===== src/rtl/rv_pipe_ctrl.sv =====
// rv_pipe_ctrl: pipeline control for the 5-stage RV32I core.
// Computes forwarding selects for ID and EX, per-stage stall/bubble/flush
// controls, tracks multi-cycle dmem accesses with a watchdog that latches a
// sticky error, and counts front-end stall cycles with a saturating counter.
module rv_pipe_ctrl #(
  parameter int unsigned LU_CYC  = 1,
  parameter int unsigned TIMEOUT = 15,
  parameter int unsigned CNT_W   = 16
) (
  input  logic             i_pc_clk,
  input  logic             i_pc_rstn,
  input  logic [4:0]       i_pc_ra1_id,
  input  logic [4:0]       i_pc_ra2_id,
  input  logic [4:0]       i_pc_ra1_ex,
  input  logic [4:0]       i_pc_ra2_ex,
  input  logic             i_pc_we_ex,
  input  logic             i_pc_is_load_ex,
  input  logic [4:0]       i_pc_wa_ex,
  input  logic             i_pc_we_mem,
  input  logic             i_pc_is_load_mem,
  input  logic [4:0]       i_pc_wa_mem,
  input  logic             i_pc_we_wb,
  input  logic [4:0]       i_pc_wa_wb,
  input  logic             i_pc_flush_ex,
  input  logic             i_pc_imem_ack,
  input  logic             i_pc_dmem_req,
  input  logic             i_pc_dmem_ack,
  output logic [1:0]       o_pc_rd1_sel_ex,
  output logic [1:0]       o_pc_rd2_sel_ex,
  output logic             o_pc_rd1_sel_id,
  output logic             o_pc_rd2_sel_id,
  output logic             o_pc_stall_if,
  output logic             o_pc_stall_id,
  output logic             o_pc_stall_ex,
  output logic             o_pc_stall_mem,
  output logic             o_pc_bubble_ex,
  output logic             o_pc_bubble_wb,
  output logic             o_pc_flush_ifid,
  output logic             o_pc_dmem_err,
  output logic [CNT_W-1:0] o_pc_stall_cnt
);

  localparam logic [1:0] ST_RUN      = 2'd0;
  localparam logic [1:0] ST_LU_STALL = 2'd1;
  localparam logic [1:0] ST_MEM_WAIT = 2'd2;
  localparam logic [1:0] ST_ERR      = 2'd3;

  localparam logic [2:0] LU_LAST  = 3'(LU_CYC - 1);
  localparam logic [7:0] WD_LIMIT = 8'(TIMEOUT);
  localparam bit         LU_MULTI = (LU_CYC > 1);

  logic [1:0]       state_q, state_d;
  logic [2:0]       lu_q, lu_d;
  logic [7:0]       wd_q, wd_d;
  logic [CNT_W-1:0] stall_cnt_q, stall_cnt_d;

  logic [1:0] rd1_sel_ex, rd2_sel_ex;
  logic       rd1_sel_id, rd2_sel_id;
  logic       mem_fwd_ok, wb_fwd_ok;
  logic       lu_hit, dmem_pend, in_err, dmem_wait, lu_wait, if_wait;
  logic       front_stall, stall_if, stall_ex, flush_ifid, bubble_ex;

  // Forwarding selects: MEM result beats WB result; loads in MEM cannot forward yet.
  always_comb begin
    mem_fwd_ok = i_pc_we_mem && (i_pc_wa_mem != 5'd0) && !i_pc_is_load_mem;
    wb_fwd_ok  = i_pc_we_wb && (i_pc_wa_wb != 5'd0);
    rd1_sel_ex = 2'b00;
    rd2_sel_ex = 2'b00;
    if (mem_fwd_ok && (i_pc_wa_mem == i_pc_ra1_ex))     rd1_sel_ex = 2'b01;
    else if (wb_fwd_ok && (i_pc_wa_wb == i_pc_ra1_ex))  rd1_sel_ex = 2'b10;
    if (mem_fwd_ok && (i_pc_wa_mem == i_pc_ra2_ex))     rd2_sel_ex = 2'b01;
    else if (wb_fwd_ok && (i_pc_wa_wb == i_pc_ra2_ex))  rd2_sel_ex = 2'b10;
    rd1_sel_id = wb_fwd_ok && (i_pc_wa_wb == i_pc_ra1_id);
    rd2_sel_id = wb_fwd_ok && (i_pc_wa_wb == i_pc_ra2_id);
  end

  // Stall/bubble/flush decode: dmem wait outranks load-use, which outranks imem wait.
  always_comb begin
    lu_hit      = i_pc_is_load_ex && i_pc_we_ex && (i_pc_wa_ex != 5'd0) &&
                  ((i_pc_wa_ex == i_pc_ra1_id) || (i_pc_wa_ex == i_pc_ra2_id));
    dmem_pend   = i_pc_dmem_req && !i_pc_dmem_ack;
    in_err      = (state_q == ST_ERR);
    dmem_wait   = 1'b0;
    if (state_q == ST_MEM_WAIT)   dmem_wait = !i_pc_dmem_ack;
    else if (!in_err)             dmem_wait = dmem_pend;
    lu_wait     = !in_err && !dmem_wait && (lu_hit || (state_q == ST_LU_STALL));
    if_wait     = !in_err && !dmem_wait && !lu_wait && !i_pc_imem_ack;
    stall_ex    = in_err || dmem_wait;
    flush_ifid  = i_pc_flush_ex && !stall_ex;
    front_stall = (lu_wait || if_wait) && !flush_ifid;
    stall_if    = stall_ex || front_stall;
    bubble_ex   = in_err || front_stall;
  end

  // Next-state logic for the hazard FSM plus load-use and watchdog counters.
  always_comb begin
    state_d = state_q;
    lu_d    = lu_q;
    wd_d    = wd_q;
    case (state_q)
      ST_RUN: begin
        if (dmem_pend) begin
          state_d = ST_MEM_WAIT;
          wd_d    = 8'd1;
        end else if (LU_MULTI && lu_hit && !flush_ifid) begin
          state_d = ST_LU_STALL;
          lu_d    = 3'd1;
        end
      end
      ST_LU_STALL: begin
        if (dmem_pend) begin
          state_d = ST_MEM_WAIT;
          wd_d    = 8'd1;
          lu_d    = 3'd0;
        end else if (flush_ifid || (lu_q == LU_LAST)) begin
          state_d = ST_RUN;
          lu_d    = 3'd0;
        end else begin
          lu_d = lu_q + 3'd1;
        end
      end
      ST_MEM_WAIT: begin
        if (i_pc_dmem_ack) begin
          wd_d = 8'd0;
          if (LU_MULTI && lu_hit && !flush_ifid) begin
            state_d = ST_LU_STALL;
            lu_d    = 3'd1;
          end else begin
            state_d = ST_RUN;
          end
        end else if (wd_q == WD_LIMIT) begin
          state_d = ST_ERR;
        end else begin
          wd_d = wd_q + 8'd1;
        end
      end
      default: state_d = ST_ERR;
    endcase
  end

  // Saturating count of cycles in which the fetch stage is held.
  always_comb begin
    stall_cnt_d = stall_cnt_q;
    if (stall_if && (stall_cnt_q != {CNT_W{1'b1}})) stall_cnt_d = stall_cnt_q + CNT_W'(1);
  end

  // State registers with synchronous active-low reset.
  always_ff @(posedge i_pc_clk) begin
    if (!i_pc_rstn) begin
      state_q     <= ST_RUN;
      lu_q        <= 3'd0;
      wd_q        <= 8'd0;
      stall_cnt_q <= '0;
    end else begin
      state_q     <= state_d;
      lu_q        <= lu_d;
      wd_q        <= wd_d;
      stall_cnt_q <= stall_cnt_d;
    end
  end

  assign o_pc_rd1_sel_ex = i_pc_rstn ? rd1_sel_ex : 2'b00;
  assign o_pc_rd2_sel_ex = i_pc_rstn ? rd2_sel_ex : 2'b00;
  assign o_pc_rd1_sel_id = i_pc_rstn && rd1_sel_id;
  assign o_pc_rd2_sel_id = i_pc_rstn && rd2_sel_id;
  assign o_pc_stall_if   = i_pc_rstn && stall_if;
  assign o_pc_stall_id   = i_pc_rstn && stall_if;
  assign o_pc_stall_ex   = i_pc_rstn && stall_ex;
  assign o_pc_stall_mem  = i_pc_rstn && stall_ex;
  assign o_pc_bubble_ex  = i_pc_rstn && bubble_ex;
  assign o_pc_bubble_wb  = i_pc_rstn && stall_ex;
  assign o_pc_flush_ifid = i_pc_rstn && flush_ifid;
  assign o_pc_dmem_err   = i_pc_rstn && in_err;
  assign o_pc_stall_cnt  = i_pc_rstn ? stall_cnt_q : '0;

endmodule


===== config.mk =====
export PLATFORM = sky130hd
export DESIGN_NAME = rv_pipe_ctrl
export DESIGN_NICKNAME = d
export VERILOG_FILES = /design/src/rtl/rv_pipe_ctrl.sv
export SDC_FILE = /design/constraint.sdc
export NUM_CORES = 1
export LEC_CHECK = 0
export CAP_MARGIN = 0
export CORE_MARGIN = 5
export CORE_UTILIZATION = 42
export DETAILED_ROUTE_END_ITERATION = 10
export PLACE_DENSITY = 0.81
export SETUP_SLACK_MARGIN = 0.5
export SLEW_MARGIN = 20
export SYNTH_ARGS = -nofsm -noshare
export SYNTH_HDL_FRONTEND = slang
export SYNTH_SLANG_ARGS = --single-unit

===== constraint.sdc =====
create_clock -name i_pc_clk -period 1.7 [get_ports i_pc_clk]
set_input_delay 0.17 -clock i_pc_clk [delete_from_list [all_inputs] [get_ports i_pc_clk]]
set_output_delay 0.17 -clock i_pc_clk [all_outputs]
set_load 0.03 [all_outputs]

==> PnR_summary.wiki, run 1 <==
{| class="wikitable"
! Metric !! Value
|-
| Run status || finished with violations
|-
| Violations in the final reports || negative setup slack
|-
| Area occupied by multi-input gates || 2220 µm²
|-
| Leakage component of the power || 1.93 nW
|-
| Vias in the first global route || 2859
|-
| Most used standard cells in the synthesized netlist || sky130_fd_sc_hd__nor2_1 (30), sky130_fd_sc_hd__dfxtp_1 (29), sky130_fd_sc_hd__xnor2_1 (27)
|-
| Total clock buffers created by CTS || 5
|-
| Vert. Die Dim || 83.3 µm
|-
| Sequential element share of the synthesized area || 25.7%
|-
| Number of synthesized register bits || 29
|-
| Count of pins over their slew limit || 0
|-
| Number of warnings reported in the yosys synthesis log || 0
|-
| Fin crit period || 1.91 ns
|-
| Clk sink count || 29
|-
| Placeable core region || 5170 µm²
|-
| Count of unresolved DRC violations after routing || 0
|-
| Final number of hold-violating endpoints || 0
|-
| Cell-by-cell trace of the critical path || ha_4 > and4_4 > o21ai_4 > nor4b_4 > a32oi_2 > or3_1 > a21oi_1
|-
| Vias per cell || 5.92
|-
| Clock buffer depth || 2
|-
| Setup repair after global routing missed its margin || yes
|-
| Fin nets || 504
|-
| Post-DP HPWL || 5750 µm
|-
| Arrival time reported for the critical path endpoint || 2.13 ns
|-
| Synthesis-to-layout area growth || 104%
|-
| Maximum number of pins on one net before global-route repair || 15
|-
| Routed vias || 3101
|-
| Post-Route Utilization || 89.0%
|-
| Worst hold slack || 0.393 ns
|-
| Horizontal extent of the die || 83.3 µm
|-
| Cell type contributing the most total cell area after synthesis || sky130_fd_sc_hd__dfxtp_1
|-
| Worst voltage drop across the vdd grid || 0.000601 V
|-
| Count of filler cells inserted in the layout || 221
|-
| Max Fclk || 522 MHz
|-
| Worst slack at placement || -0.790 ns
|-
| IO buf count || 75
|-
| Antenna violation net count after detailed routing || 0
|-
| Top cells by area, synth || sky130_fd_sc_hd__dfxtp_1 (26%), sky130_fd_sc_hd__xnor2_1 (10%), sky130_fd_sc_hd__xor2_1 (7.8%), sky130_fd_sc_hd__and2_1 (5.0%), sky130_fd_sc_hd__nor2_1 (5.0%)
|-
| Least setup slack across all paths after layout || -0.215 ns
|-
| Cells after synthesis || 283
|-
| Final Routed Wirelength || 11600 µm
|-
| Gpl congestion || 0.849
|-
| Largest delay contributor family on the critical path || simple AND/OR/NAND/NOR gates
|-
| Min-delay worst type || in2reg
|-
| Count of flip-flops with a built-in enable after synthesis || 0
|-
| Clk pin slew, worst setup/hold paths || 0.07 ns
|-
| Critical path fanouts, max || 6
|-
| Yosys top cell area share || 25.7%
|-
| Seq pwr share || 34.5%
|-
| Rows || 26
|-
| Grt total ovfl || 0
|-
| Initial antenna violation count || 0
|-
| Starting density of the core || 43.6%
|-
| Category of the most critical setup path || reg2reg
|-
| Main synth FF type || sky130_fd_sc_hd__dfxtp_1
|-
| Dominant cell by count in the synthesized netlist || sky130_fd_sc_hd__nor2_1
|-
| I/O pin cnt || 76
|-
| Max-capacitance violation count || 0
|-
| Diode insertion count for antenna repair || 0
|-
| First DRT Iteration DRCs || 209
|-
| Power density over the cells || 441 nW/µm²
|-
| Crit path largest cell delay || 0.37 ns
|-
| Relative max-transition margin || 75.9%
|-
| Total Power || 2.03 mW
|-
| Die footprint || 6940 µm²
|-
| Type of origin of the critical path || flip-flop
|-
| TritonCTS clock tree || done
|-
| P_int || 1.37 mW
|-
| Post-Synthesis Cell Area || 2260 µm²
|-
| Total routing usage reported by global routing || 25.2%
|-
| Unique cell type count in the Yosys netlist || 45
|-
| Standard cell with the maximum stage delay on the critical path || sky130_fd_sc_hd__dfxtp_4
|-
| Buffer and inverter count on the worst path || 0
|-
| Logic pwr share || 35.9%
|-
| Sw Ratio || 32.5%
|-
| Flip-flop and latch area || 606 µm²
|-
| Net Switching || 0.659 mW
|-
| Global-route wire length before repair || 14300 µm
|-
| Async set-or-reset flop fraction in the synthesized netlist || 0%
|-
| Final period utilization || 113%
|-
| Final setup skew || 0.00979 ns
|-
| Net count after synthesis || 333
|-
| CP Data Required Time || 1.91 ns
|-
| Setup Viol. Count Final || 27
|-
| Cell at the root of the clock tree || sky130_fd_sc_hd__clkbuf_8
|-
| Worst-margin pin slew || 0.359 ns
|-
| Number of iterations in the first detailed-routing pass || 4
|-
| Avg Cell Area, Syn || 7.98 µm²
|-
| Routed wire length per instance || 22.1 µm
|-
| Worst skew pair latency || 0.29 ns
|-
| Share of final-layout standard cells stronger than drive strength 1 || 62.6%
|-
| Endpoint type of the worst setup path || flip-flop
|-
| Number of H-tree branching levels || 2
|-
| Part of the total power dissipated in the clock network || 29.5%
|}
[power groups by stage]
stage,Clock [mW],Combinational [mW],Sequential [mW]
floorplan,0,0.271,0.712
global placement,0,0.548,0.712
detailed placement,0,0.561,0.712
CTS,0.588,0.626,0.700
global route,0.629,0.765,0.701
finish,0.599,0.729,0.701
[worst min-delay path, stage by stage]
cell and delay (ns):
sky130_fd_sc_hd__buf_2 0.17, sky130_fd_sc_hd__buf_4 0.18, sky130_fd_sc_hd__and2_1 0.13
[layer usage]
layer | wire, µm | vias to the layer above | GRT usage, %
li1 | - | 1325 | -
met5 | 0 | - | 0
met3 | 957 | 59 | 5.84
met2 | 5570 | 216 | 45.4
met1 | 4520 | 1501 | 28.5
met4 | 532 | 0 | 9.81
[path summary, 6_finish.rpt]
path / startpoint / endpoint / slack, ns / cells after the start
max: stall_cnt_q[0] / stall_cnt_q[12] / -0.21 / 7
min reg2reg: wd_q[0] / wd_q[0] / 0.55 / 2
min: i_pc_rstn / stall_cnt_q[8] / 0.39 / 3
max reg2reg: stall_cnt_q[0] / stall_cnt_q[12] / -0.21 / 7
[repair_timing]
action                                  in CTS  in global routing
endpoints found under the setup margin      58                 57
setup buffers                               19                 16
hold endpoints to repair                     0                  0
hold buffers                                 0                  0
gates resized for setup                    193                 79
gates cloned                                 1                  0
pin swaps                                   44                 44
[logic make-up after synthesis]
group                    share of synthesized area, %
AND/OR/NAND/NOR                                  33.0
XOR/XNOR                                         18.2
AO/OA/AOI/OAI                                    9.92
flip-flops                                       25.7
buffers and inverters                            4.66
multiplexers                                     6.26
adder cells (fa/ha/maj)                          2.22
[stage by stage]
step,setup TNS (ns),cell area (µm²),instances
floorplan,-0.386,2480,283
global placement,-13.61,3630,481
detailed placement,-14.63,3630,481
CTS,-0.885,4200,508
global route,-4.04,4610,524
finish,-2.77,4610,524
[area by class of cell]
type	count	share of cell area (%)
multi-input combinational	232	48.2
sequential	29	13.1
clock buffer	7	1.87
timing repair buffer	178	34.1
inverter	8	0.815
tap	70	1.90
[flip-flops by register name (all words and copies together), names as in the netlist]
signal / count
lu_q: 3
state_q: 2
stall_cnt_q: 16
wd_q: 8
[layout by cell type, fill, tap and decap left out, types with 4 or more instances in the layout]
master | Yosys | layout
sky130_fd_sc_hd__and2_4 | 0 | 10
sky130_fd_sc_hd__mux2_4 | 5 | 8
sky130_fd_sc_hd__nor3_4 | 0 | 6
sky130_fd_sc_hd__xnor2_2 | 0 | 7
sky130_fd_sc_hd__dlygate4sd2_1 | 0 | 13
sky130_fd_sc_hd__xnor2_1 | 27 | 19
sky130_fd_sc_hd__buf_2 | 0 | 8
sky130_fd_sc_hd__and2_1 | 18 | 8
sky130_fd_sc_hd__buf_4 | 3 | 84
sky130_fd_sc_hd__dfxtp_2 | 0 | 17
sky130_fd_sc_hd__nor4_4 | 0 | 5
sky130_fd_sc_hd__a21oi_2 | 0 | 6
sky130_fd_sc_hd__clkbuf_2 | 0 | 4
sky130_fd_sc_hd__nor3_2 | 5 | 6
sky130_fd_sc_hd__buf_6 | 1 | 53
sky130_fd_sc_hd__nand4_1 | 6 | 6
sky130_fd_sc_hd__clkdlybuf4s50_1 | 0 | 5
sky130_fd_sc_hd__clkdlybuf4s15_1 | 0 | 8
sky130_fd_sc_hd__clkbuf_8 | 0 | 6
sky130_fd_sc_hd__xor2_1 | 20 | 19
sky130_fd_sc_hd__nor2_1 | 30 | 25
sky130_fd_sc_hd__nand3_1 | 16 | 11
sky130_fd_sc_hd__a21oi_1 | 12 | 5
sky130_fd_sc_hd__nand2_1 | 18 | 14
sky130_fd_sc_hd__dfxtp_1 | 29 | 11
(Power assumes the default switching activity.)
==> inputs of run 2 (changes only) <==
--- a/config.mk
+++ b/config.mk
@@ -10,6 +10,7 @@
 export CORE_UTILIZATION = 42
 export DETAILED_ROUTE_END_ITERATION = 10
 export PLACE_DENSITY = 0.81
+export RECOVER_POWER = 25
 export SETUP_SLACK_MARGIN = 0.5
 export SLEW_MARGIN = 20
 export SYNTH_ARGS = -nofsm -noshare
==> results of run 2 <==
Final layout, timing and power as in run 1 (identical DEF).
